`src/rtl/sd_dac_multi.sv`:
```
// sd_dac_multi: multi-channel delta-sigma DAC with a one-deep staging buffer and tick-driven load.
// Define SD_DAC_ORDER2_EN to build second-order modulators; otherwise first-order only.
module sd_dac_multi #(
    parameter int WIDTH     = 8,
    parameter int CHANNELS  = 2,
    parameter int SIGNED_IN = 0,
    parameter int CLK_DIV   = 1
) (
    input  logic                      clk_i,
    input  logic                      rst_i,
    input  logic [CHANNELS*WIDTH-1:0] sample_i,
    input  logic                      sample_valid_i,
    output logic                      sample_ready_o,
    input  logic                      tick_i,
    input  logic                      mute_i,
    output logic                      underrun_o,
    output logic [CHANNELS-1:0]       dac_o
);
    localparam int CNT_W = (CLK_DIV > 1) ? $clog2(CLK_DIV) : 1;
    localparam logic [CNT_W-1:0] CNT_LAST = CNT_W'(CLK_DIV - 1);
    localparam logic [WIDTH-1:0] MID_U = {1'b1, {(WIDTH-1){1'b0}}};
    // Midscale expressed in the input encoding, so the active register holds raw samples
    localparam logic [WIDTH-1:0] MID_RAW = (SIGNED_IN != 0) ? {WIDTH{1'b0}} : MID_U;

    logic                      r_full;
    logic                      r_underrun;
    logic [CHANNELS*WIDTH-1:0] r_staged;
    logic [CHANNELS*WIDTH-1:0] r_active;
    logic [CNT_W-1:0]          r_ce_cnt;
    logic                      w_accept;
    logic                      w_load;
    logic                      w_ce;

    function automatic logic [WIDTH-1:0] to_unsigned(input logic [WIDTH-1:0] s);
        if (SIGNED_IN != 0) begin
            return {~s[WIDTH-1], s[WIDTH-2:0]};
        end else begin
            return s;
        end
    endfunction

    assign w_accept       = sample_valid_i & ~r_full;
    assign w_load         = tick_i & r_full;
    assign w_ce           = (r_ce_cnt == {CNT_W{1'b0}});
    assign sample_ready_o = ~r_full;
    assign underrun_o     = r_underrun;

    // Clock-enable divider: ce fires when the count is zero
    always_ff @(posedge clk_i or posedge rst_i) begin
        if (rst_i) begin
            r_ce_cnt <= {CNT_W{1'b0}};
        end else if (r_ce_cnt == CNT_LAST) begin
            r_ce_cnt <= {CNT_W{1'b0}};
        end else begin
            r_ce_cnt <= r_ce_cnt + CNT_W'(1);
        end
    end

    // Staging buffer, tick transfer and underrun flag; load and accept are mutually exclusive
    always_ff @(posedge clk_i or posedge rst_i) begin
        if (rst_i) begin
            r_full     <= 1'b0;
            r_underrun <= 1'b0;
            r_staged   <= {(CHANNELS*WIDTH){1'b0}};
            r_active   <= {CHANNELS{MID_RAW}};
        end else begin
            r_underrun <= tick_i & ~r_full;
            if (w_load) begin
                r_active <= r_staged;
                r_full   <= 1'b0;
            end else if (w_accept) begin
                r_staged <= sample_i;
                r_full   <= 1'b1;
            end
        end
    end

    genvar n;
    generate
        for (n = 0; n < CHANNELS; n++) begin : g_ch
            logic [WIDTH-1:0] w_u;
            logic             r_bit;

            assign w_u      = mute_i ? MID_U : to_unsigned(r_active[n*WIDTH +: WIDTH]);
            assign dac_o[n] = r_bit;

`ifdef SD_DAC_ORDER2_EN
            localparam logic [WIDTH+2:0] FB_I1   = {3'b001, {WIDTH{1'b0}}};
            localparam logic [WIDTH+4:0] FB_I2   = {5'b00001, {WIDTH{1'b0}}};
            localparam logic [WIDTH+4:0] HALF_I2 = {6'b000001, {(WIDTH-1){1'b0}}};

            logic [WIDTH+2:0] r_i1;
            logic [WIDTH+4:0] r_i2;
            logic [WIDTH+2:0] w_e;
            logic [WIDTH+4:0] w_d2;

            // Two's-complement integrators kept as plain vectors; wraparound matches signed math
            assign w_e  = {3'b000, w_u} - (r_bit ? FB_I1 : {(WIDTH+3){1'b0}});
            assign w_d2 = {{2{r_i1[WIDTH+2]}}, r_i1}
                        - (r_bit ? FB_I2 : {(WIDTH+5){1'b0}}) + HALF_I2;

            // Second-order loop: both integrators and the output bit advance on ce only
            always_ff @(posedge clk_i or posedge rst_i) begin
                if (rst_i) begin
                    r_i1  <= {(WIDTH+3){1'b0}};
                    r_i2  <= {(WIDTH+5){1'b0}};
                    r_bit <= 1'b0;
                end else if (w_ce) begin
                    r_i1  <= r_i1 + w_e;
                    r_i2  <= r_i2 + w_d2;
                    r_bit <= ~r_i2[WIDTH+4];
                end
            end
`else
            localparam logic [WIDTH+1:0] SIGMA_RST = {2'b01, {WIDTH{1'b0}}};

            logic [WIDTH+1:0] r_sigma;
            logic [WIDTH+1:0] w_delta;

            // A set MSB adds 3<<WIDTH, which is -(1<<WIDTH) modulo the accumulator width
            assign w_delta = {2'b00, w_u}
                           + {r_sigma[WIDTH+1], r_sigma[WIDTH+1], {WIDTH{1'b0}}};

            // First-order loop: the output is the accumulator MSB from before the update
            always_ff @(posedge clk_i or posedge rst_i) begin
                if (rst_i) begin
                    r_sigma <= SIGMA_RST;
                    r_bit   <= 1'b0;
                end else if (w_ce) begin
                    r_sigma <= r_sigma + w_delta;
                    r_bit   <= r_sigma[WIDTH+1];
                end
            end
`endif
        end
    endgenerate

endmodule

```
`config.mk`:
```
export PLATFORM = sky130hd
export DESIGN_NAME = sd_dac_multi
export DESIGN_NICKNAME = d
export VERILOG_FILES = /design/src/rtl/sd_dac_multi.sv
export SDC_FILE = /design/constraint.sdc
export NUM_CORES = 1
export LEC_CHECK = 0
export ABC_AREA = 1
export BUFFER_PORTS_ARGS = -buffer_cell sky130_fd_sc_hd__buf_4
export CAP_MARGIN = 25
export CORE_ASPECT_RATIO = 0.5
export CORE_MARGIN = 1
export CORE_UTILIZATION = 45
export DETAILED_ROUTE_END_ITERATION = 7
export HOLD_SLACK_MARGIN = 0.15
export PLACE_DENSITY = 0.65
export SLEW_MARGIN = 20
export SYNTH_ARGS = -nofsm -noshare
export SYNTH_HDL_FRONTEND = slang
export SYNTH_SLANG_ARGS = --single-unit
```
`constraint.sdc`:
```
create_clock -name clk_i -period 1.6 [get_ports clk_i]
set_input_delay 0.16 -clock clk_i [delete_from_list [all_inputs] [get_ports clk_i]]
set_output_delay 0.16 -clock clk_i [all_outputs]
set_load 0.02 [all_outputs]
```
## Yosys cells after proc, flatten, opt, wreduce, memory -nomap -nowiden

Index checks and enable logic that the tools add are counted.

- Bits in registers: 57
- Input bits: 21
- Output and inout bits: 4
- Word-level logic and storage cells: 26

- Add/sub/neg operators: 5
- Mux-type cells: 5
- Bitwise operators: 5
- Reductions and logical operators: 2

Operators with widths:

| operator | count |
|---|---|
| $add 10x10->10 | 2 |
| $add 9x9->10 | 2 |
| $mux 8 | 2 |
| $and 1x1->1 | 3 |
| $mux 1 | 3 |
| $not 1->1 | 2 |
| $reduce_and 2->1 | 1 |
| $reduce_bool 2->1 | 1 |
| $add 1x1->1 const B | 1 |

## Logic depth before layout (Yosys ltp)

Gate-level depths: netlist of run 1.

- Depth after elaboration: 4
- Gate-level depth with buffers: 12
- Depth with buffers taken out: 12

## Worst setup path before layout of run 1

OpenSTA, ideal clock, no wires.

- Kind: input-to-reg
- From: in mute_i
- To: reg g_ch[0].r_sigma[6]
- Library setup time: 117 ps
- Arrival time: 1421 ps
- Required time: 1483 ps
- Slack: 62 ps
- Cell stages on the path: 11
- Buffers on the path: 1
- Cell sequence: clkbuf_1 nor2_1 ha_1 inv_1 fa_1 inv_1 nand2_1 nand2_1 nand3b_1 nand3_1 nand2_1

- Cells in the longest elaborated chain, start to end: 3

RTL lines:

| element | line | text |
|---|---|---|
| start: declaration | 15 | `input logic mute_i,` |
| $mux 8 | 84 | `assign w_u = mute_i ? MID_U : to_unsigned(r_active[n*WIDTH +: WIDTH]);` |
| $add 9x9->10 | 122 | `+ {r_sigma[WIDTH+1], r_sigma[WIDTH+1], {WIDTH{1'b0}}};` |
| $add 10x10->10 | 130 | `r_sigma <= r_sigma + w_delta;` |
| end signal: assignment | 130 |  |
| end: declaration | 117 | `logic [WIDTH+1:0] r_sigma;` |

No other way between the ends.
A chain may end at the register's enable or synchronous reset.

## Worst setup path in the final report of run 1

- From: reg r_active[8]
- To: reg g_ch[1].r_sigma[6]

- Cells in the longest elaborated chain, start to end: 3

RTL lines:

| element | line | text |
|---|---|---|
| start: declaration | 28 | `logic [CHANNELS*WIDTH-1:0] r_active;` |
| start signal: assignment | 65 | `r_active <= {CHANNELS{MID_RAW}};` |
| start signal: assignment | 69 | `r_active <= r_staged;` |
| $mux 8 | 84 |  |
| $add 9x9->10 | 122 |  |
| $add 10x10->10 | 130 |  |
| end signal: assignment | 130 |  |
| end: declaration | 117 |  |

No other way between the ends.

==> results of run 1 <==
## worst max-delay path by stage
stage	from	to	slack (ps)	cells past startpoint
2_1_floorplan	mute_i	g_ch[0].r_sigma[6]$_DFF_PP0_	60	11
3_3_place_gp	mute_i	g_ch[0].r_sigma[4]$_DFF_PP0_	40	10
3_5_place_dp	mute_i	g_ch[1].r_sigma[8]$_DFF_PP1_	-10	12
4_1_cts	r_active[8]$_DFFE_PP0P_	g_ch[1].r_sigma[6]$_DFF_PP0_	20	11
5_1_grt	r_active[0]$_DFFE_PP0P_	g_ch[0].r_sigma[6]$_DFF_PP0_	-90	11
6_report	r_active[8]$_DFFE_PP0P_	g_ch[1].r_sigma[6]$_DFF_PP0_	50	11
## cells by family after synthesis
kind of cell	after synthesis	share of synthesized area, %
and+or+nand+nor	128	18.5
buffers and inverters	63	9.23
DFF	56	49.4
AOI/OAI and AO/OA	22	3.87
adders and majority gates	20	9.31
muxes	17	7.91
xor gates and xnor gates	6	1.85
## layer usage
layer / global-route usage [%] / vias up / wire length, um
li1: - / 1058 / -
met1: 20.6 / 954 / 2340
met2: 30.3 / 7 / 2610
met3: 4.71 / 0 / 96
met4: 4.45 / 0 / 0
met5: 0 / - / 0
## registers in the layout (all words and copies together) (netlist names)
register,flops
g_ch.r_bit,2
g_ch.r_sigma,20
r_active,16
r_full,1
r_staged,16
underrun_o,1
## critical path: cells and delay by family, from the launching register on
family	cells	cell delay, ps
buffers and inverters	3	160
adder cells (fa/ha/maj)	2	470
flip-flops	1	340
AND/OR/NAND/NOR	6	470
## layout make-up
class	instances	area, um2	share of cell area (%)
inverter	56	210	5.84
multi-input combinational	193	1260	35.1
timing repair buffer	49	425	11.8
tap	88	110	3.06
clock buffer	5	125	3.47
sequential	56	1410	39.1
clock inverter	2	60.1	1.67
## where the power goes
group / internal [W] / leakage [nW] / switching [W]
clock network: 0.000888 / 0.0899 / 0.000464
registers: 0.00198 / 0.646 / 0.000220
logic: 0.00119 / 1.16 / 0.00152
## synth_stat cells
master    number  area (um2)
nand2_1       69         259
inv_1         55         206
dfrtp_1       52        1300
nor2_1        36         135
a21oi_1       21         105
ha_1          18         225
nand3_1       14        70.1
mux2_4         9         135
mux2_2         8        90.1
dfstp_2        4         105
or2_2          4        25.0
xnor2_1        4        35.0
buf_2          2        10.0
buf_4          2        15.0
clkbuf_1       2        7.51
fa_1           2        40.0
nand3b_1       2        15.0
nor3_1         2        10.0
xor2_1         2        17.5
buf_12         1        20.0
inv_2          1        3.75
nand2_4        1        11.3
o21ai_0        1        5.00
## per-stage QoR
stage               utilization [%]  hold WS, ps  instance area (um2)
floorplan                         -          261                 2850
global placement               51.7          241                 3140
detailed placement             51.7          245                 3140
CTS                            58.0          312                 3530
global route                   59.2          317                 3600
finish                         59.2          310                 3600
## timing repair
item                                   4_1_cts  5_1_grt
pin swaps                                    2        4
setup endpoints to repair                    3        9
endpoints found under the hold margin       70        0
resized for setup                            6       18
hold buffers                                18        0
setup buffers                                0        1
==> metrics.txt, run 1 <==
Setup Skew=2.66 ps; post-DP HPWL=3470 um; maximum number of pins on one net before global-route repair=57; Initial Util=46.8%; io pins=25; flops & latches, synth=56; Max Slew Vio Count=0; setup ws final=52.5 ps; Syn Area/Cell=9.13 um2; vias in the first global route=2,019; global-route wire length before repair=8620 um; CTS sink count=56; Slew @ Worst Pin=291 ps; fin crit period=1550 ps; CTS tree=built; DR vias=2,019; final hold vios=0; Longest Clk Path Bufs=2; # nets final=402; synthesized area=0.00285 mm2; nature of the critical path startpoint=register; crit-path cells=inv_2, nor2_4, ha_4, inv_1, fa_2, inv_1, nand2_1, nand2_2, nand3b_1, nand3_1, nand2_1; total chip power=0.00626 W; Max rail drop VDD=577 uV; Core Box Area=0.00608 mm2; vias per cell=4.50; DR WL/cell=11.2 um; iteration-0 DRC count of the detailed router=55; LEAKAGE=1.89 nW; synth unique cells=23; most frequent cells in the layout=nand2_1, dfrtp_1, inv_1, nor2_1, buf_4; Max-Cap Viols=0; Clk pin slew, worst setup/hold paths=70 ps; Finish-stage setup viols=0; crit path DAT=1730 ps; share of cells above drive strength 1=24.1%; Finished Layout Cells=449; CP max FO=3; Port Buf Inserts=24; worst-skew pair later-pin latency=290 ps; CTS root buf=clkbuf_16; sequential cell area fraction in the yosys report=49.4%; routability cong.=0.818; Critical Path Sink Type=register; r2r worst-path depth=11; Synthesized Nets=353; CP max stage delay=340 ps; dpl cells=423; Filler Cell Count=499; Site Rows=20; slowest CP cell=dfrtp_1; # diodes=0; Die ar.=0.00667 mm2; most common cell after layout, fill and taps aside=nand2_1; DR pass1 iterations=6; pre-CTS setup slack=-9.85 ps; violated checks=DRC; FMAX=646 MHz; Crit Path Category=reg2reg; final worst path period share=96.7%; post-route ant nets=0; total track usage=17.0%; Hold Path Sink=r_full$_DFFE_PP0P_; hold depth=3; Cell Pwr Density=1740 mW/mm2; Worst slew margin=80.6%; RR Startpoint=r_active[8]$_DFFE_PP0P_; global route overflow=0; setup TNS=0 ps; unrepaired setup endpoints after global routing=true; Synth Warn #=0; number of remaining DRC errors=2; die width=115 um; final wirelength=5050 um; chip height=58.3 um; Layout Area Growth over Synthesis=26.4%; Max H-tree Level=2; HP Start=sample_valid_i; outcome=complete, but fails checks; Worst Hold Class=in2reg; initial antenna violation count=0; worst path required time=1780 ps; flop2flop setup slack=50 ps; Mapped Cells=312; reg2reg end=g_ch[1].r_sigma[6]$_DFF_PP0_; total CTS buffers=5
Note: power is estimated with default switching activity, not from simulation.
==> inputs of run 2 (changes only) <==
Settings changed: PLACE_DENSITY 0.65 to not set.
Clock period 1.6 ns to 1.71 ns, I/O delays scaled along.
==> run 2 against run 1 <==
  * The flow now finishes without violations
  * Register-to-register slack gained 50 ps
  * Non-clock buffer count decreased by 4
  * Global-route usage shrank 0.29 points
  * Hold slack better by 14 ps
  * Setup slack better by 45 ps
  * Sequential power is 7% lower
  * Combinational power is 12% lower
  * Critical path type unchanged
  * Largest cell class unchanged
==> metrics.txt, run 2 (synthesis gave the netlist of run 1 again) <==
footprint of the multi-input gates=0.00122 mm2 (was 0.00126 mm2); routability cong.=0.883 (was 0.818); slowest CP cell=fa_2 (was dfrtp_1); most common cell after layout, fill and taps aside=nand2_1 (unchanged); Regs by FF count=g_ch.r_sigma (20), r_active (16), r_staged (16) (unchanged); clock group share of total power=18.8% (was 21.6%); initial antenna violation count=0 (unchanged); total CTS buffers=5 (unchanged); Port Buf Inserts=24 (unchanged); pre-CTS setup slack=43.1 ps (was -9.85 ps); CTS tree=built (unchanged); Placed Area=0.00312 mm2 (was 0.00314 mm2); CTS sink count=56 (unchanged); # nets final=398 (was 402); post-DP HPWL=3500 um (was 3470 um); Pint=0.00348 W (was 0.00406 W); Clk pin slew, worst setup/hold paths=70 ps (about the same); Max H-tree Level=2 (unchanged); Longest Clk Path Bufs=2 (unchanged); DR vias=2,019 (unchanged); Max Slew Vio Count=0 (unchanged); io pins=25 (unchanged); maximum number of pins on one net before global-route repair=43 (was 57); share of cells above drive strength 1=21.5% (was 24.1%); setup ws final=97.6 ps (was 52.5 ps); Seq pwr share=37.4% (was 35.2%); number of remaining DRC errors=0 (was 2); Worst Hold Class=in2reg (unchanged); FMAX=620 MHz (was 646 MHz); Filler Cell Count=525 (was 499); LEAKAGE=1.86 nW (was 1.89 nW); vias per cell=4.53 (was 4.50); post-layout instance area=0.00349 mm2 (was 0.00360 mm2); vias in the first global route=1,998 (was 2,019); post-route ant nets=0 (unchanged); combinational fraction of design power=43.8% (was 43.2%); most frequent cells in the layout=nand2_1, dfrtp_1, inv_1, nor2_1, buf_4 (unchanged); fin crit period=1610 ps (was 1550 ps); final hold vios=0 (unchanged); total net switching power=0.00198 W (was 0.00220 W); crit-path cells=inv_2, nor2_4, ha_2, inv_2, fa_2, inv_2, nand2_2, nand2_2, nand3b_1, nand3_1, nand2_1 (was inv_2, nor2_4, ha_4, inv_1, fa_2, inv_1, nand2_1, nand2_2, nand3b_1, nand3_1, nand2_1); Buf/Inv on CP=3 (unchanged); setup TNS=0 ps (unchanged); CP max stage delay=380 ps (was 340 ps); register area=0.00141 mm2 (unchanged); Site Rows=20 (unchanged); Slew @ Worst Pin=355 ps (was 291 ps); worst path required time=1890 ps (was 1780 ps); Top reg by flops=g_ch.r_sigma (unchanged); unrepaired setup endpoints after global routing=true (unchanged); Finish-stage setup viols=0 (unchanged); worst-skew pair later-pin latency=290 ps (about the same); global-route wire length before repair=8570 um (was 8620 um); Setup Fix Bufs, Post-CTS=0 (unchanged); CP dominant cell by count=inv_2; Worst slew margin=76.3% (was 80.6%); DR WL/cell=11.0 um (was 11.2 um); critical path's top delay family=adder cells (was simple AND/OR/NAND/NOR gates); total track usage=16.7% (was 17.0%); CP max FO=3 (unchanged); Max rail drop VDD=652 uV (was 577 uV); Setup Skew=4.12 ps (was 2.66 ps); Max-Cap Viols=0 (unchanged); global route overflow=0 (unchanged); Crit Path Category=reg2reg (unchanged); chip height=58.3 um (unchanged); outcome=finished, final reports clean (was complete, but fails checks); final worst path period share=94.3% (was 96.7%); Layout Area Growth over Synthesis=22.7% (was 26.4%); Critical Path Sink Type=register (unchanged); crit path DAT=1790 ps (was 1730 ps); DR pass1 iterations=5 (was 6); nature of the critical path startpoint=register (unchanged); # diodes=0 (unchanged); Net Sw Frac=36.3% (was 35.2%); max reg flops=20 (unchanged); Initial Util=46.8% (unchanged); iteration-0 DRC count of the detailed router=76 (was 55); die width=115 um (unchanged); Die ar.=0.00667 mm2 (unchanged); CTS root buf=clkbuf_16 (unchanged); final wirelength=4890 um (was 5050 um); Cell Pwr Density=1560 mW/mm2 (was 1740 mW/mm2); Core Box Area=0.00608 mm2 (unchanged)
[run 2: cell types whose count changed in the layout (fill, tap and decap cells not counted), sizes merged]
cell,change
bufinv,-2
clkbuf,+1
clkinv,+2
buf,-4
[run 2: per-layer routing]
metal	track usage (%)	share of wire, %	vias to the layer above
li1	-	-	1045
met1	21.6	48	954
met2	28.5	48	13
met3	4.08	2.7	7
met4	4.45	0.94	0
met5	0	0	-
[run 2: final timing paths]
check | depth (start not counted) | from | slack (ps) | endpoint
max | 11 | r_active[0]$_DFFE_PP0P_ | 100 | g_ch[0].r_sigma[6]$_DFF_PP0_
min | 3 | sample_valid_i | 320 | r_full$_DFFE_PP0P_
max reg2reg | 11 | r_active[0]$_DFFE_PP0P_ | 100 | g_ch[0].r_sigma[6]$_DFF_PP0_
min reg2reg | 0 | g_ch[1].r_sigma[9]$_DFF_PP0_ | 390 | g_ch[1].r_bit$_DFF_PP0_
max in group asynchronous | 4 | rst_i | 710 | g_ch[0].r_sigma[8]$_DFF_PP1_
min in group asynchronous | 3 | rst_i | 410 | g_ch[1].r_bit$_DFF_PP0_
[run 2: timing repair]
item | 4_1_cts | 5_1_grt
resized for setup | 0 | 15
hold buffers | 18 | 0
endpoints found under the setup margin | 0 | 6
endpoints found under the hold margin | 32 | 0
[run 2: layout make-up]
type	count	share of cell area [%]
sequential	56	40.2
timing repair buffer	45	11.3
inverter	56	6.02
tap	88	3.15
multi-input combinational	193	35.0
clock inverter	2	0.286
clock buffer	6	3.97
[run 2: stage by stage]
step           instances  hold WS (ps)  util (%)  power (W)
6_report             446           324      57.5    0.00546
5_1_grt              446           339      57.5    0.00598
4_1_cts              446           326      56.7    0.00544
3_5_place_dp         420           171      51.3    0.00435
3_3_place_gp         420           170      51.3    0.00426
2_1_floorplan        312           272         -    0.00388
[run 2: worst reg2reg max path, delay by kind of cell, from the launching register on]
kind                       cells  cell delay, ps
buffers and inverters          3             150
and+or+nand+nor                6             450
adders and majority gates      2             570
DFF                            1             340
[run 2: power groups by stage]
stage,combinational (W),sequential (W),clock [W]
6_report,0.00239,0.00204,0.00103
5_1_grt,0.00277,0.00209,0.00112
4_1_cts,0.00233,0.00204,0.00107
3_5_place_dp,0.00229,0.00206,0
3_3_place_gp,0.00222,0.00205,0
2_1_floorplan,0.00187,0.00201,0
